[src/rtl/perf_counter_streamer.sv]
// rtl/perf_counter_streamer.sv - snapshot a performance counter vector and stream it word by word
//
// Purpose:
//   On a trigger in IDLE, all NUM_COUNTERS counter words are copied atomically
//   into a snapshot register. The words are then streamed out one per accepted
//   handshake, in index order 0..NUM_COUNTERS-1. Triggers that arrive while a
//   snapshot is held or streaming are counted in a saturating drop counter.
//
// Optional feature:
//   RSD_PERF_STREAM_PERIODIC_EN - when defined, a free-running interval counter
//   (0..INTERVAL-1) adds an automatic trigger on each wrap, ORed with snapReq.
//   When undefined, no interval counter exists and snapReq is the only trigger.
//
// Ports:
//   clk          in   rising-edge clock
//   rst          in   asynchronous active-low reset
//   perfCounter  in   NUM_COUNTERS*COUNTER_WIDTH counter vector, counter i at [i*COUNTER_WIDTH +: COUNTER_WIDTH]
//   snapReq      in   single-cycle snapshot request
//   outValid     out  outData/outIndex/outLast hold a valid word
//   outReady     in   consumer accepts the word when outValid && outReady
//   outData      out  captured counter value (zero when outValid is low)
//   outIndex     out  index of the counter in outData
//   outLast      out  high with the word for index NUM_COUNTERS-1
//   busy         out  high while a snapshot is held or being streamed
//   dropCount    out  saturating count of triggers rejected while busy

module perf_counter_streamer #(
  parameter int NUM_COUNTERS  = 8,
  parameter int COUNTER_WIDTH = 32,
  parameter int INTERVAL      = 1024
) (
  input  logic                                    clk,
  input  logic                                    rst,
  input  logic [NUM_COUNTERS*COUNTER_WIDTH-1:0]   perfCounter,
  input  logic                                    snapReq,
  output logic                                    outValid,
  input  logic                                    outReady,
  output logic [COUNTER_WIDTH-1:0]                outData,
  output logic [$clog2(NUM_COUNTERS)-1:0]         outIndex,
  output logic                                    outLast,
  output logic                                    busy,
  output logic [7:0]                              dropCount
);

  localparam int IDX_W = $clog2(NUM_COUNTERS);
  localparam logic [IDX_W-1:0] LAST_IDX = IDX_W'(NUM_COUNTERS - 1);

  typedef enum logic {
    IDLE = 1'b0,
    SEND = 1'b1
  } state_t;

  state_t                   state;
  state_t                   state_nxt;
  logic [IDX_W-1:0]         index;
  logic [IDX_W-1:0]         index_nxt;
  logic [COUNTER_WIDTH-1:0] snapshot [NUM_COUNTERS];
  logic                     armed;
  logic                     trigger;
  logic                     capture;
  logic                     drop;
  logic                     at_last;

  // The first edge after reset release only arms the block. A release close
  // to that edge must not be able to start a capture, so triggers are gated
  // until armed is set.
  always_ff @(posedge clk or negedge rst) begin
    if (!rst) begin
      armed <= 1'b0;
    end else begin
      armed <= 1'b1;
    end
  end

`ifdef RSD_PERF_STREAM_PERIODIC_EN
  localparam int IVL_W = (INTERVAL > 1) ? $clog2(INTERVAL) : 1;
  localparam logic [IVL_W-1:0] IVL_LAST = IVL_W'(INTERVAL - 1);

  logic [IVL_W-1:0] ivl_cnt;
  logic             ivl_wrap;

  assign ivl_wrap = (ivl_cnt == IVL_LAST);

  always_ff @(posedge clk or negedge rst) begin
    if (!rst) begin
      ivl_cnt <= '0;
    end else if (ivl_wrap) begin
      ivl_cnt <= '0;
    end else begin
      ivl_cnt <= ivl_cnt + 1'b1;
    end
  end

  // A simultaneous snapReq and wrap collapse into a single trigger.
  assign trigger = armed & (snapReq | ivl_wrap);
`else
  assign trigger = armed & snapReq;
`endif

  assign at_last = (index == LAST_IDX);

  // Next-state logic
  always_comb begin
    state_nxt = state;
    index_nxt = index;
    capture   = 1'b0;
    drop      = 1'b0;
    case (state)
      IDLE: begin
        if (trigger) begin
          capture   = 1'b1;
          state_nxt = SEND;
          index_nxt = '0;
        end
      end
      SEND: begin
        // Any trigger while streaming is rejected, including on the cycle
        // the last word is accepted.
        drop = trigger;
        if (outReady) begin
          if (at_last) begin
            state_nxt = IDLE;
            index_nxt = '0;
          end else begin
            index_nxt = index + 1'b1;
          end
        end
      end
      default: begin
        state_nxt = IDLE;
        index_nxt = '0;
      end
    endcase
  end

  always_ff @(posedge clk or negedge rst) begin
    if (!rst) begin
      state <= IDLE;
      index <= '0;
    end else begin
      state <= state_nxt;
      index <= index_nxt;
    end
  end

  // All words are captured on the same edge so the streamed set is coherent.
  always_ff @(posedge clk or negedge rst) begin
    if (!rst) begin
      for (int i = 0; i < NUM_COUNTERS; i++) begin
        snapshot[i] <= '0;
      end
    end else if (capture) begin
      for (int i = 0; i < NUM_COUNTERS; i++) begin
        snapshot[i] <= perfCounter[i*COUNTER_WIDTH +: COUNTER_WIDTH];
      end
    end
  end

  always_ff @(posedge clk or negedge rst) begin
    if (!rst) begin
      dropCount <= 8'd0;
    end else if (drop && (dropCount != 8'hFF)) begin
      dropCount <= dropCount + 8'd1;
    end
  end

  assign busy     = (state == SEND);
  assign outValid = busy;
  assign outIndex = index;
  assign outLast  = busy & at_last;
  assign outData  = busy ? snapshot[index] : '0;

endmodule

[config.mk]
export PLATFORM = sky130hd
export DESIGN_NAME = perf_counter_streamer
export DESIGN_NICKNAME = d
export VERILOG_FILES = /design/src/rtl/perf_counter_streamer.sv
export SDC_FILE = /design/constraint.sdc
export NUM_CORES = 1
export LEC_CHECK = 0
export ABC_CLOCK_PERIOD_IN_PS = 2670
export CAP_MARGIN = 30
export CORE_MARGIN = 2
export CORE_UTILIZATION = 40
export DETAILED_ROUTE_END_ITERATION = 10
export PLACE_DENSITY = 0.67
export SYNTH_ARGS = -nofsm -noshare
export SYNTH_HDL_FRONTEND = slang
export SYNTH_SLANG_ARGS = --single-unit
[constraint.sdc]
create_clock -name clk -period 2.67 [get_ports clk]
set_clock_uncertainty 0.05 [all_clocks]
set_input_delay 0.534 -clock clk [delete_from_list [all_inputs] [get_ports clk]]
set_output_delay 0.534 -clock clk [all_outputs]
set_load 0.05 [all_outputs]
== Word level (Yosys, flattened, before mapping) ==
Index checks and enable logic that the tools add are counted.

* Add/subtract/negate cells: 2
* $mul: 0
* Divide/modulo/power cells: 0
* Magnitude comparators: 1
* Equal/unequal tests: 4
* Shift operators: 0
* Multiplexer cells: 14
* Bitwise operators: 4
* Reduce and logical (&&, ||, !) cells: 2

{| class="wikitable"
|+ Operators with widths
! kind !! number
|-
| $bmux W32 S3 || 1
|-
| $mux W32 || 3
|-
| $mux W3 || 3
|-
| $add A8 B1 Y8 const B || 1
|-
| $ne A8 B8 Y1 const B || 1
|-
| $pmux W3 S2 || 1
|-
| $mux W1 || 5
|-
| $ge A4 B4 Y1 const B || 1
|-
| $ne A2 B2 Y1 const B || 2
|-
| $not A3 Y4 || 1
|-
| $add A3 B1 Y3 const B || 1
|-
| $eq A3 B3 Y1 const B || 1
|-
| $and A1 B1 Y1 || 2
|-
| $pmux W1 S2 || 1
|-
| $reduce_and A2 Y1 || 1
|-
| $logic_and A1 B1 Y1 || 1
|-
| $not A1 Y1 || 1
|}

* Register bits after elaboration: 269
* Latch bits: 0
* Memory bits (writable): 0
* Memory bits (read-only): 0
* Output and inout bits: 46
* Logic and storage cells: 39
* Memories: 0

== Logic depth before layout (Yosys ltp) ==
Gate-level depths: netlist of run 1.

* Depth after elaboration: 5
* Mapped depth: 6

== Least setup slack after synthesis of run 1 ==
Ideal clock, no wire load.

* Kind: reg2out
* Start: register index[2], in the netlist outIndex[2]
* End: output port outData[23]
* Arrival time: 2.090 ns
* Data required time: 2.086 ns
* Path slack: -0.004 ns
* Stages on the path, launching flop included: 7
* Buffers on the path: 3
* Cells stage by stage: dfrtp_1 -> buf_2 -> buf_4 -> buf_4 -> mux4_2 -> o22ai_1 -> nor2_1

* Cells in the longest elaborated chain, start to end: 5

{| class="wikitable"
|+ RTL lines
! element !! RTL line !! RTL
|-
| from (decl) || 55 || <nowiki>logic [IDX_W-1:0] index;</nowiki>
|-
| from (signal assigned) || 142 || <nowiki>index <= index_nxt;</nowiki>
|-
| $not A3 Y4 (implied by the code) || 171 || <nowiki>assign outData = busy ? snapshot[index] : '0;</nowiki>
|-
| $bmux W32 S3 || 171 ||
|-
| $mux W32 (implied by the code) (2 in series) || 171 ||
|-
| $mux W32 || 171 ||
|-
| to (decl) || 38 || <nowiki>output logic [COUNTER_WIDTH-1:0] outData,</nowiki>
|}

Every way passes these cells. The select of a mux whose other input is x is not followed.

== Worst setup path after layout of run 1 ==
* Start: register index[1], in the netlist outIndex[1]
* End: output port outData[22]

The elaborated chain is that of the path after synthesis.

==> flow_summary.ini, run 1 <==
[global_route]
grtUsageTotal_pct = 20.4
grt_pass1_wl_um = 51800
grt_max_degree = 66
grt_antenna_before_repair = 1
grt-ovfl-total = 0
grt_pass1_vias = 8995

[floorplan]
core_um2 = 30500
die_w_um = 180
fp-row-count = 64
io_pins = 306
fp.dieArea_um2 = 32300
die_y_um = 180
start_util_pct = 40.5

[status]
violations = negative setup slack
status = finished, violations left

[layout]
fin_cells = 1574
utilization_pct = 58.4
drive_gt1_share_pct = 43.1
fin_nets = 1416
area_delta_synth_final_pct = 44.2

[power]
p_leak_nw = 7.46
finalPower_w = 0.0242
p_per_area_nw_per_um2 = 1360
ir_drop_mv = 1.43

[placement]
gp_congestion = 0.775
portBuffers = 305
dp.cells = 1502
dp_hpwl_um = 22500

[cts]
cts_root_buf = clkbuf_16
cts_tree = yes
cts_max_level = 1
cts_buffer_depth = 3
clkSinkCount = 269
numCtsBuffers = 30
clkTransAtPathRegs_ps = 60
clock_latency_ps = 550

[route]
routed_via_density = 5.18
ant_nets = 0
wirelength_um = 33200
drtIter0Drc = 304
drcViolationCount = 0
num_vias = 8159
routedWlPerCell_um = 21.1
first_pass_iters = 4

[setup_path]
worstPathArrival_ps = 2200
worst_ep_required_time_ps = 2090
cp-end-kind = output pin
critPathMaxFanout = 7
cp-start-kind = flip-flop
path_class = reg2out

[sta]
finalSetupViolCount = 30
finalCritPeriodShare_pct = 104
final_hold_viol_count = 0
rsz0062_at_grt = yes
min_period_ps = 2780
setup_tns_ps = -2130
worstMarginPinSlew_ps = 583
fmax_mhz = 360
slew_violations = 0
fin_ws_ps = -112
relSlewSlack_pct = 61.3

[yosys]
synth-seq-area-share_pct = 54.5
ys_ff_latch = 269
synth_top_family_by_area = multiplexers
muxShareOfSynthArea_pct = 35.6
synth_cell_type_count = 34
synth_compound_area_share_pct = 3.28
syn_inst = 826
synth_warnings = 0
syn_nets = 1089
synth_xor_xnor_area_share_pct = 0.0709
syn_area_per_cell_um2 = 15.0
yosys.area_share.adder_pct = 0.304
synth-simple-area-share_pct = 2.26
synthesis.area_um2 = 12400

[worst_hold_path]
hp-class = reg2reg

[run]
max-cap-violations = 0
[Yosys cell counts]
cell | instances | area (um^2)
a211oi_1 | 1 | 7.51
a21boi_0 | 1 | 7.51
a21oi_1 | 1 | 5.00
a41o_1 | 1 | 10.0
and2_1 | 1 | 6.26
and4_1 | 1 | 8.76
buf_1 | 1 | 3.75
buf_12 | 3 | 60.1
buf_2 | 19 | 95.1
buf_4 | 5 | 37.5
buf_6 | 23 | 259
clkbuf_1 | 8 | 30.0
conb_1 | 1 | 3.75
dfrtp_1 | 269 | 6730
ha_1 | 3 | 37.5
inv_1 | 1 | 3.75
mux2_1 | 50 | 563
mux2_2 | 274 | 3090
mux2i_1 | 2 | 20.0
mux4_1 | 4 | 105
mux4_2 | 28 | 631
nand2_1 | 11 | 41.3
nand2b_1 | 3 | 18.8
nand3_1 | 9 | 45.0
nand3b_1 | 1 | 7.51
nand4_1 | 1 | 6.26
nor2_1 | 34 | 128
nor3_1 | 1 | 5.00
nor4_1 | 2 | 12.5
o21ai_0 | 32 | 160
o21bai_1 | 1 | 7.51
o22ai_1 | 32 | 200
o31ai_1 | 1 | 7.51
xnor2_1 | 1 | 8.76
[layout by cell type (no fill, tap or decap), drive strengths merged]
cell,synthesis,routed
mux2,324,324
dfrtp,269,269
clkdlybuf4s50,0,266
buf,51,84
clkbuf,8,46
nor2,34,34
mux4,32,32
o22ai,32,32
o21ai,32,32
nand2,11,11
nand3,9,9
clkinv,0,7
bufinv,0,4
ha,3,3
nand2b,3,3
nor4,2,2
mux2i,2,2
dlygate4sd2,0,2
diode,0,1
and2,1,1
nand3b,1,1
nand4,1,1
nor3,1,1
inv,1,1
and4,1,1
a211oi,1,1
o21bai,1,1
a21boi,1,1
a21oi,1,1
a41o,1,1
xnor2,1,1
o31ai,1,1
conb,1,1
dlygate4sd3,0,1
[repair_timing]
action	in CTS	in global routing
cloned	6	1
setup endpoints to repair	34	33
hold buffers	1	0
resized for setup	79	30
endpoints found under the hold margin	49	0
pin swaps	9	8
setup buffers	9	2
[metal layers]
layer	global-route usage, %	up-vias	routed length (um)	part of all wire (%)
li1	-	3697	-	-
met1	26.9	4177	14300	43
met2	34.0	237	16000	48
met3	5.33	48	2180	6.6
met4	4.29	0	684	2.1
met5	0	-	0	0
[layout make-up]
type                       instances  area, um^2
timing repair buffer             354        4130
clock buffer                      45         868
multi-input combinational        497        5430
tap                              396         495
sequential                       269        6740
antenna                            1        2.50
inverter                           1        3.75
fill                            2450       12700
clock inverter                    11         155
[where the power goes]
part,internal (W),switching [W]
combinational,0.00677,0.00599
sequential,0.00613,0.00108
clock,0.00262,0.00164
[per-stage QoR]
step	setup slack (ps)	hold WS, ps	cell area (um^2)
CTS	-149	441	17700
finish	-112	437	17800
global route	-195	451	17800
global placement	330	416	16200
floorplan	0.625	188	12400
detailed placement	308	427	16200
[state kept, by name (all words and copies together) (netlist names)]
| signal | flops |
|---|---|
| armed | 1 |
| snapshot | 256 |
| outIndex | 3 |
| busy | 1 |
| dropCount | 8 |
[final timing paths]
| path | start | to | slack, ps | cells after the start |
|---|---|---|---|---|
| min in group asynchronous | rst | dropCount[7]$_DFFE_PN0P_ | 480 | 2 |
| min | snapshot[101]$_DFFE_PN0P_ | snapshot[101]$_DFFE_PN0P_ | 440 | 1 |
| max | outIndex[1]$_DFFE_PN0P_ | outData[22] | -110 | 6 |
| max reg2reg | busy$_DFF_PN0_ | snapshot[148]$_DFFE_PN0P_ | 620 | 5 |
| min reg2reg | snapshot[101]$_DFFE_PN0P_ | snapshot[101]$_DFFE_PN0P_ | 440 | 1 |
| max in group asynchronous | rst | snapshot[139]$_DFFE_PN0P_ | 1280 | 3 |
[worst max-delay path, stage by stage, from the launching register on]
cell and delay, ps:
dfrtp_2 400, buf_4 130, buf_12 140, mux4_2 560, o22ai_4 190, nor2_2 70, buf_12 150
[cell families (layout without fill, tap and decap cells)]
family | Yosys count | count (layout)
other cells | 1 | 2
simple gates | 64 | 64
xor+xnor | 1 | 1
fa+ha+maj | 3 | 3
compound gates | 70 | 70
mux | 358 | 358
flops | 269 | 269
buf+inv | 60 | 411
Power figures use the tool's default switching activity.
==> run 2, diff against run 1 <==
--- a/config.mk
+++ b/config.mk
@@ -11,6 +11,7 @@
 export CORE_UTILIZATION = 40
 export DETAILED_ROUTE_END_ITERATION = 10
 export PLACE_DENSITY = 0.67
+export SLEW_MARGIN = 10
 export SYNTH_ARGS = -nofsm -noshare
 export SYNTH_HDL_FRONTEND = slang
 export SYNTH_SLANG_ARGS = --single-unit
==> results of run 2 <==
Same layout as run 1: the final DEF is identical, and so are final timing and power.
